**config.mk**
```make
export PLATFORM = sky130hd
export DESIGN_NAME = activation_unit_flat
export DESIGN_NICKNAME = d
export VERILOG_FILES = /design/src/rtl/tpu_pkg.sv /design/src/rtl/activation_unit_if.sv /design/src/rtl/act_lane.sv /design/src/rtl/activation_unit.sv /design/src/flat_wrapper.sv
export SDC_FILE = /design/constraint.sdc
export NUM_CORES = 2
export LEC_CHECK = 0
export ABC_AREA = 1
export CAP_MARGIN = 20
export CORE_AREA = 2 2 457 459
export CTS_BUF_LIST = sky130_fd_sc_hd__clkbuf_16
export DETAILED_ROUTE_END_ITERATION = 8
export DIE_AREA = 0 0 459 461
export HOLD_SLACK_MARGIN = 0.1
export PLACE_DENSITY = 0.53
export SLEW_MARGIN = 20
export SYNTH_ARGS = -nofsm -noshare
export SYNTH_HDL_FRONTEND = slang
export SYNTH_SLANG_ARGS = --single-unit
```
**constraint.sdc**
```tcl
create_clock -name clk -period 28.3 [get_ports clk]
set_clock_uncertainty 0.2 [all_clocks]
set_input_delay 5.66 -clock clk [delete_from_list [all_inputs] [get_ports clk]]
set_output_delay 5.66 -clock clk [all_outputs]
set_load 0.1 [all_outputs]
```
**src/rtl/tpu_pkg.sv**
```systemverilog
// Shared types for the activation stage: activation modes, FSM states and default width.
package tpu_pkg;

    localparam int DEFAULT_DATA_WIDTH = 16;

    typedef enum logic [1:0] {
        ACT_PASS  = 2'd0,
        ACT_RELU  = 2'd1,
        ACT_LEAKY = 2'd2,
        ACT_CLIP  = 2'd3
    } act_mode_e;

    typedef enum logic [1:0] {
        ST_IDLE   = 2'd0,
        ST_LOAD   = 2'd1,
        ST_STREAM = 2'd2,
        ST_DONE   = 2'd3
    } act_state_e;

endpackage

```
**src/rtl/activation_unit_if.sv**
```systemverilog
// Output beat stream of the activation unit: LANES elements per beat under valid/ready.
interface act_if #(
    parameter int DATA_WIDTH = 16,
    parameter int LANES      = 8
);
    logic                  out_valid;
    logic                  out_ready;
    logic                  out_last;
    logic [DATA_WIDTH-1:0] Out [LANES];

    modport master (output out_valid, output out_last, output Out, input out_ready);
    modport slave  (input out_valid, input out_last, input Out, output out_ready);
endinterface

```
**src/rtl/act_lane.sv**
```systemverilog
// Combinational single-element activation: pass, ReLU, leaky ReLU (arithmetic shift), clipped ReLU.
module act_lane
    import tpu_pkg::*;
#(
    parameter int DATA_WIDTH = DEFAULT_DATA_WIDTH,
    parameter int SHIFT_W    = 4
) (
    input  logic signed [DATA_WIDTH-1:0] x,
    input  act_mode_e                    mode,
    input  logic        [SHIFT_W-1:0]    leak_shift,
    input  logic signed [DATA_WIDTH-1:0] clip_max,
    output logic signed [DATA_WIDTH-1:0] y,
    output logic                         neg
);
    assign neg = x[DATA_WIDTH-1];

    always_comb begin
        y = x;
        case (mode)
            ACT_PASS:  y = x;
            ACT_RELU:  y = neg ? '0 : x;
            ACT_LEAKY: y = neg ? (x >>> leak_shift) : x;
            ACT_CLIP: begin
                // A negative ceiling would otherwise leak through as a negative output
                if (neg || clip_max[DATA_WIDTH-1]) y = '0;
                else if (x > clip_max)            y = clip_max;
                else                              y = x;
            end
            default:   y = x;
        endcase
    end
endmodule

```
**src/rtl/activation_unit.sv**
```systemverilog
// Vector activation stage: captures a LENGTH-element vector on start, streams activated
// beats of LANES elements under valid/ready, and counts negative inputs per vector.
module activation_unit
    import tpu_pkg::*;
#(
    parameter int DATA_WIDTH = DEFAULT_DATA_WIDTH,
    parameter int LENGTH     = 64,
    parameter int LANES      = 8,
    parameter int SHIFT_W    = 4
) (
    input  logic                          clk,
    input  logic                          reset,
    input  logic                          start,
    input  logic [1:0]                    mode,
    input  logic [SHIFT_W-1:0]            leak_shift,
    input  logic [DATA_WIDTH-1:0]         clip_max,
    input  logic [DATA_WIDTH-1:0]         In [LENGTH],
    output logic                          busy,
    output logic                          done,
    output logic [$clog2(LENGTH+1)-1:0]   neg_count,
    act_if.master                         ob
);
    localparam int NBEATS = LENGTH / LANES;
    localparam int BEAT_W = (NBEATS > 1) ? $clog2(NBEATS) : 1;
    localparam int CNT_W  = $clog2(LENGTH + 1);
    localparam logic [BEAT_W-1:0] LAST_BEAT = BEAT_W'(NBEATS - 1);

    act_state_e            state_reg, state_next;
    logic [BEAT_W-1:0]     beat_reg;
    logic                  load_beat;
    logic                  capture;
    logic [CNT_W-1:0]      beat_negs;

    act_mode_e             mode_reg;
    logic [SHIFT_W-1:0]    shift_reg;
    logic [DATA_WIDTH-1:0] clip_reg;
    logic [DATA_WIDTH-1:0] buf_reg [NBEATS][LANES];

    logic [DATA_WIDTH-1:0] lane_y [LANES];
    logic [LANES-1:0]      lane_neg;

    assign busy    = (state_reg != ST_IDLE);
    assign done    = (state_reg == ST_DONE);
    assign capture = (state_reg == ST_IDLE) && start;

    always_comb begin
        state_next = state_reg;
        load_beat  = 1'b0;
        case (state_reg)
            ST_IDLE:   if (start) state_next = ST_LOAD;
            ST_LOAD: begin
                load_beat  = 1'b1;
                state_next = ST_STREAM;
            end
            ST_STREAM: begin
                if (ob.out_valid && ob.out_ready) begin
                    if (ob.out_last) state_next = ST_DONE;
                    else             load_beat  = 1'b1;
                end
            end
            ST_DONE:   state_next = ST_IDLE;
            default:   state_next = ST_IDLE;
        endcase
    end

    always_comb begin
        beat_negs = '0;
        for (int i = 0; i < LANES; i++) begin
            beat_negs = beat_negs + CNT_W'(lane_neg[i]);
        end
    end

    always_ff @(posedge clk or negedge reset) begin
        if (!reset) begin
            state_reg    <= ST_IDLE;
            beat_reg     <= '0;
            neg_count    <= '0;
            ob.out_valid <= 1'b0;
            ob.out_last  <= 1'b0;
            for (int i = 0; i < LANES; i++) begin
                ob.Out[i] <= '0;
            end
        end else begin
            state_reg <= state_next;
            if (capture) begin
                beat_reg  <= '0;
                neg_count <= '0;
            end
            if (load_beat) begin
                for (int i = 0; i < LANES; i++) begin
                    ob.Out[i] <= lane_y[i];
                end
                ob.out_valid <= 1'b1;
                ob.out_last  <= (beat_reg == LAST_BEAT);
                beat_reg     <= beat_reg + 1'b1;
                neg_count    <= neg_count + beat_negs;
            end else if (state_reg == ST_STREAM && ob.out_valid && ob.out_ready && ob.out_last) begin
                ob.out_valid <= 1'b0;
                ob.out_last  <= 1'b0;
            end
        end
    end

    // Capture storage carries no reset; it is only read after a capture has filled it
    always_ff @(posedge clk) begin
        if (capture) begin
            mode_reg  <= act_mode_e'(mode);
            shift_reg <= leak_shift;
            clip_reg  <= clip_max;
            for (int i = 0; i < LENGTH; i++) begin
                buf_reg[i / LANES][i % LANES] <= In[i];
            end
        end
    end

    genvar gi;
    generate
        for (gi = 0; gi < LANES; gi++) begin : g_lane
            act_lane #(
                .DATA_WIDTH (DATA_WIDTH),
                .SHIFT_W    (SHIFT_W)
            ) u_lane (
                .x          ($signed(buf_reg[beat_reg][gi])),
                .mode       (mode_reg),
                .leak_shift (shift_reg),
                .clip_max   ($signed(clip_reg)),
                .y          (lane_y[gi]),
                .neg        (lane_neg[gi])
            );
        end
    endgenerate
endmodule

```
**src/flat_wrapper.sv**
```systemverilog
// flat-port wrapper written by rule: the top's interface ports become plain ports
module activation_unit_flat import tpu_pkg::*;
#(
    parameter int DATA_WIDTH = DEFAULT_DATA_WIDTH,
    parameter int LENGTH     = 64,
    parameter int LANES      = 8,
    parameter int SHIFT_W    = 4
)
  (clk, reset, start, mode, leak_shift, clip_max, In, busy, done, neg_count, ob_out_valid, ob_out_last, ob_Out, ob_out_ready);
  act_if #(.DATA_WIDTH(DATA_WIDTH), .LANES(LANES)) ob_i ();
  input  logic clk;
  input  logic reset;
  input  logic start;
  input  logic [1:0] mode;
  input  logic [SHIFT_W-1:0] leak_shift;
  input  logic [DATA_WIDTH-1:0] clip_max;
  input  logic [DATA_WIDTH-1:0] In[LENGTH];
  output logic busy;
  output logic done;
  output logic [$clog2(LENGTH+1)-1:0] neg_count;
  output wire logic [$bits(ob_i.out_valid)-1:0] ob_out_valid;
  output wire logic [$bits(ob_i.out_last)-1:0] ob_out_last;
  output wire logic [$bits(ob_i.Out)-1:0] ob_Out;
  input wire logic [$bits(ob_i.out_ready)-1:0] ob_out_ready;
  assign ob_out_valid = ob_i.out_valid;
  assign ob_out_last = ob_i.out_last;
  assign ob_Out = {>>{ob_i.Out}};
  assign ob_i.out_ready = ob_out_ready;
  activation_unit #(.DATA_WIDTH(DATA_WIDTH), .LENGTH(LENGTH), .LANES(LANES), .SHIFT_W(SHIFT_W)) u_core (.clk(clk), .reset(reset), .start(start), .mode(mode), .leak_shift(leak_shift), .clip_max(clip_max), .In(In), .busy(busy), .done(done), .neg_count(neg_count), .ob(ob_i));
endmodule
```
==> results_dict.tcl <==
set metrics [dict create \
    critPathCapture "u_core.buf_reg[0][126]" \
    fmax_mhz 102 \
    area_delta_synth_final_pct 30.6 \
    yosysSeqAreaShare 0.580 \
    yosysWarnings 0 \
    synth_top_area_frac 0.521 \
    vias_per_cell 5.00 \
    rr_worst_depth 25 \
    ys_ff_latch 1188 \
    rows 167 \
    use_met1 0.388 \
    p_int_mw 4.48 \
    synth_top_family_by_area "simple AND/OR/NAND/NOR gates" \
    wl_per_cell_um 29.4 \
    vdd_drop_max_v 0.0000984 \
    status "complete, no violations" \
    syn_inst 6845 \
    cts_setup_buffers 0 \
    largest_register_ffs 1024 \
    arrival_ns 10.08 \
    yosys.area_share.simple 0.286 \
    seqPwrFrac 0.280 \
    synthMuxAreaShare 0.000166 \
    portBuffers 1188 \
    drv_slew 0 \
    dieWidth_um 459 \
    power.density_nw_per_um2 115 \
    groute.usage.overall 0.289 \
    clk_path_buf_depth 3 \
    rsz0062_at_grt "false" \
    cp-startpoint "start" \
    busiest_layer "met2" \
    drtIter0Drc 6520 \
    reg2reg_from "u_core.beat_reg[0]" \
    start_util 0.292 \
    hold_path.class "register to register" \
    r2r_end "u_core.neg_count[6]" \
    clock_insertion_delay_worst_skew_ns 0.84 \
    layout-drive-gt1-share 0.0566 \
    power_switching_mw 4.58 \
    met2_usage 0.456 \
    crit_required_ns 28.56 \
    root_buffer "clkbuf_16" \
    clk_pin_slew_ns 0.06 \
    drv_cap 0 \
    postRouteAntennaNets 0 \
    max_slew_margin 0.176 \
    core_sq_um 206000 \
    vias 53700 \
    yosys.area_share.adder 0.0335 \
    synth_area_leaders "edfxtp_1 52%, nand2_1 14%, nand3_1 8.9%" \
    place_hpwl_um 246000 \
    worst-setup-path-type "input port to register" \
    drc_errors 0 \
    end_kind "register" \
    ctsHtreeMaxLevel 4 \
    place.gp.congestion 1.02 \
    cp_max_fo 76 \
    synth_xor_area_frac 0 \
    cts_tree "done" \
    syn-num-nets 8054 \
    tightest_slew_ns 1.23 \
    die-area_sq_um 212000 \
    fin_crit_ns 9.82 \
    hold_slack_ns 0.309 \
    p_sw_frac 0.505 \
    grt_max_degree 200 \
    fin_nets 9106 \
    finalHoldViolations 0 \
    cts_resized 0 \
    clkPwrFrac 0.201 \
    grt.met3_usage 0.0640 \
    reg2reg_setup_slack_ns 21.06 \
    die_y_um 461 \
    leakage_nw 33.5 \
    avgSynthCellArea_sq_um 8.81 \
    cts_hold_buffers 0 \
    cts_made_buffers 141 \
    clock_sinks 1188 \
    gr-total-overflow 0 \
    start_kind "input port" \
    synth_cell_types 33 \
    p_comb_frac 0.519 \
    synth_area_leader_cell "edfxtp_1" \
    setup_viol 0 \
    synth_compound_area_frac 0.0262 \
    finalCritPeriodShare 0.347 \
    finalSetupTns_ns 0 \
    synth_area_sq_um 60300 \
    first_pass_iters 6 \
    grt_antenna_before_repair 89 \
    grt_pass1_vias 51200 \
    routed_wl_um 316000 \
    pin_count 1189 \
    grt_pass1_wl_um 420000 \
]
==> per-stage QoR <==
stage | cells | total power, mW | area, sq um | utilization | setup WS (ns)
global placement | 10500 | 7.17 | 74100 | 0.359 | 17.67
global route | 10700 | 9.50 | 78700 | 0.381 | 18.25
detailed placement | 10500 | 7.20 | 74100 | 0.359 | 17.62
finish | 10700 | 9.06 | 78700 | 0.381 | 18.48
CTS | 10700 | 9.04 | 78600 | 0.381 | 18.49
floorplan | 6845 | 5.58 | 60300 | - | 6.19
==> critical path, cell delays in order <==
cell and delay, ns:
clkdlybuf4s50_1 0.48, nand2_1 0.13, clkinvlp_4 0.48, buf_4 0.81
buf_4 0.72, buf_4 0.85, buf_4 0.70
==> worst min-delay path by stage <==
stage | start | endpoint | slack [ns] | cells after the start
after floorplan | u_core.state_reg[0] | u_core.state_reg[0] | 0.31 | 2
after global placement | u_core.neg_count[5] | u_core.neg_count[5] | 0.30 | 1
after detailed placement | u_core.neg_count[6] | u_core.neg_count[6] | 0.30 | 1
after CTS | u_core.neg_count[6] | u_core.neg_count[6] | 0.32 | 1
after global routing | u_core.neg_count[6] | u_core.neg_count[6] | 0.33 | 1
final | u_core.neg_count[6] | u_core.neg_count[6] | 0.31 | 1
==> cell usage after synthesis, drive strengths merged <==
cell type     n
nand2      2290
nand3      1069
edfxtp     1046
inv         710
nor2        677
buf         239
ha          155
dfrtp       142
o21ai       133
clkbuf      108
a21oi       101
and2         44
a31oi        38
nand4        36
or2          27
o211ai        9
o21a          8
fa            4
nand3b        3
a22o          2
o21bai        2
a21o          1
mux2i         1
==> power groups by stage <==
stage	clock network [mW]	logic (mW)	registers, mW
3_3_place_gp	0	4.60	2.56
3_5_place_dp	0	4.64	2.57
4_1_cts	1.86	4.65	2.53
5_1_grt	1.92	5.03	2.56
6_report	1.82	4.70	2.54
2_1_floorplan	0	2.19	3.39
==> placed cells by master (no fill, tap or decap), types with 139 or more instances in the layout <==
cell / count
edfxtp_1: 1046
dfrtp_1: 139
buf_4: 185
clkbuf_16: 143
nand3_1: 1068
nand2_1: 2281
ha_1: 155
inv_1: 729
nor2_1: 662
clkdlybuf4s50_1: 1059
==> metal layers <==
layer | vias to the layer above | part of all wire
li1 | 24500 | -
met1 | 26000 | 0.42
met2 | 2696 | 0.46
met3 | 435 | 0.084
met4 | 52 | 0.037
met5 | - | 0.00099
==> layout make-up <==
| cell class | instances | area, sq um |
|---|---|---|
| fillers | 21100 | 128000 |
| flip-flops and latches | 1188 | 35000 |
| multi-input cells | 4600 | 20900 |
| repair buffers | 1256 | 12200 |
| clock buffers | 143 | 3580 |
| well taps | 2704 | 3380 |
| inverters | 710 | 2710 |
| clock inverters | 106 | 948 |
| diodes | 36 | 90.1 |
==> cell families after synthesis <==
kind of cell | after synthesis
AND/OR/NAND/NOR | 4146
flip-flops | 1188
buffers and inverters | 1057
AO/OA/AOI/OAI | 294
adder cells (fa/ha/maj) | 159
multiplexers | 1
No activity file was read; power rests on OpenSTA's default activity.
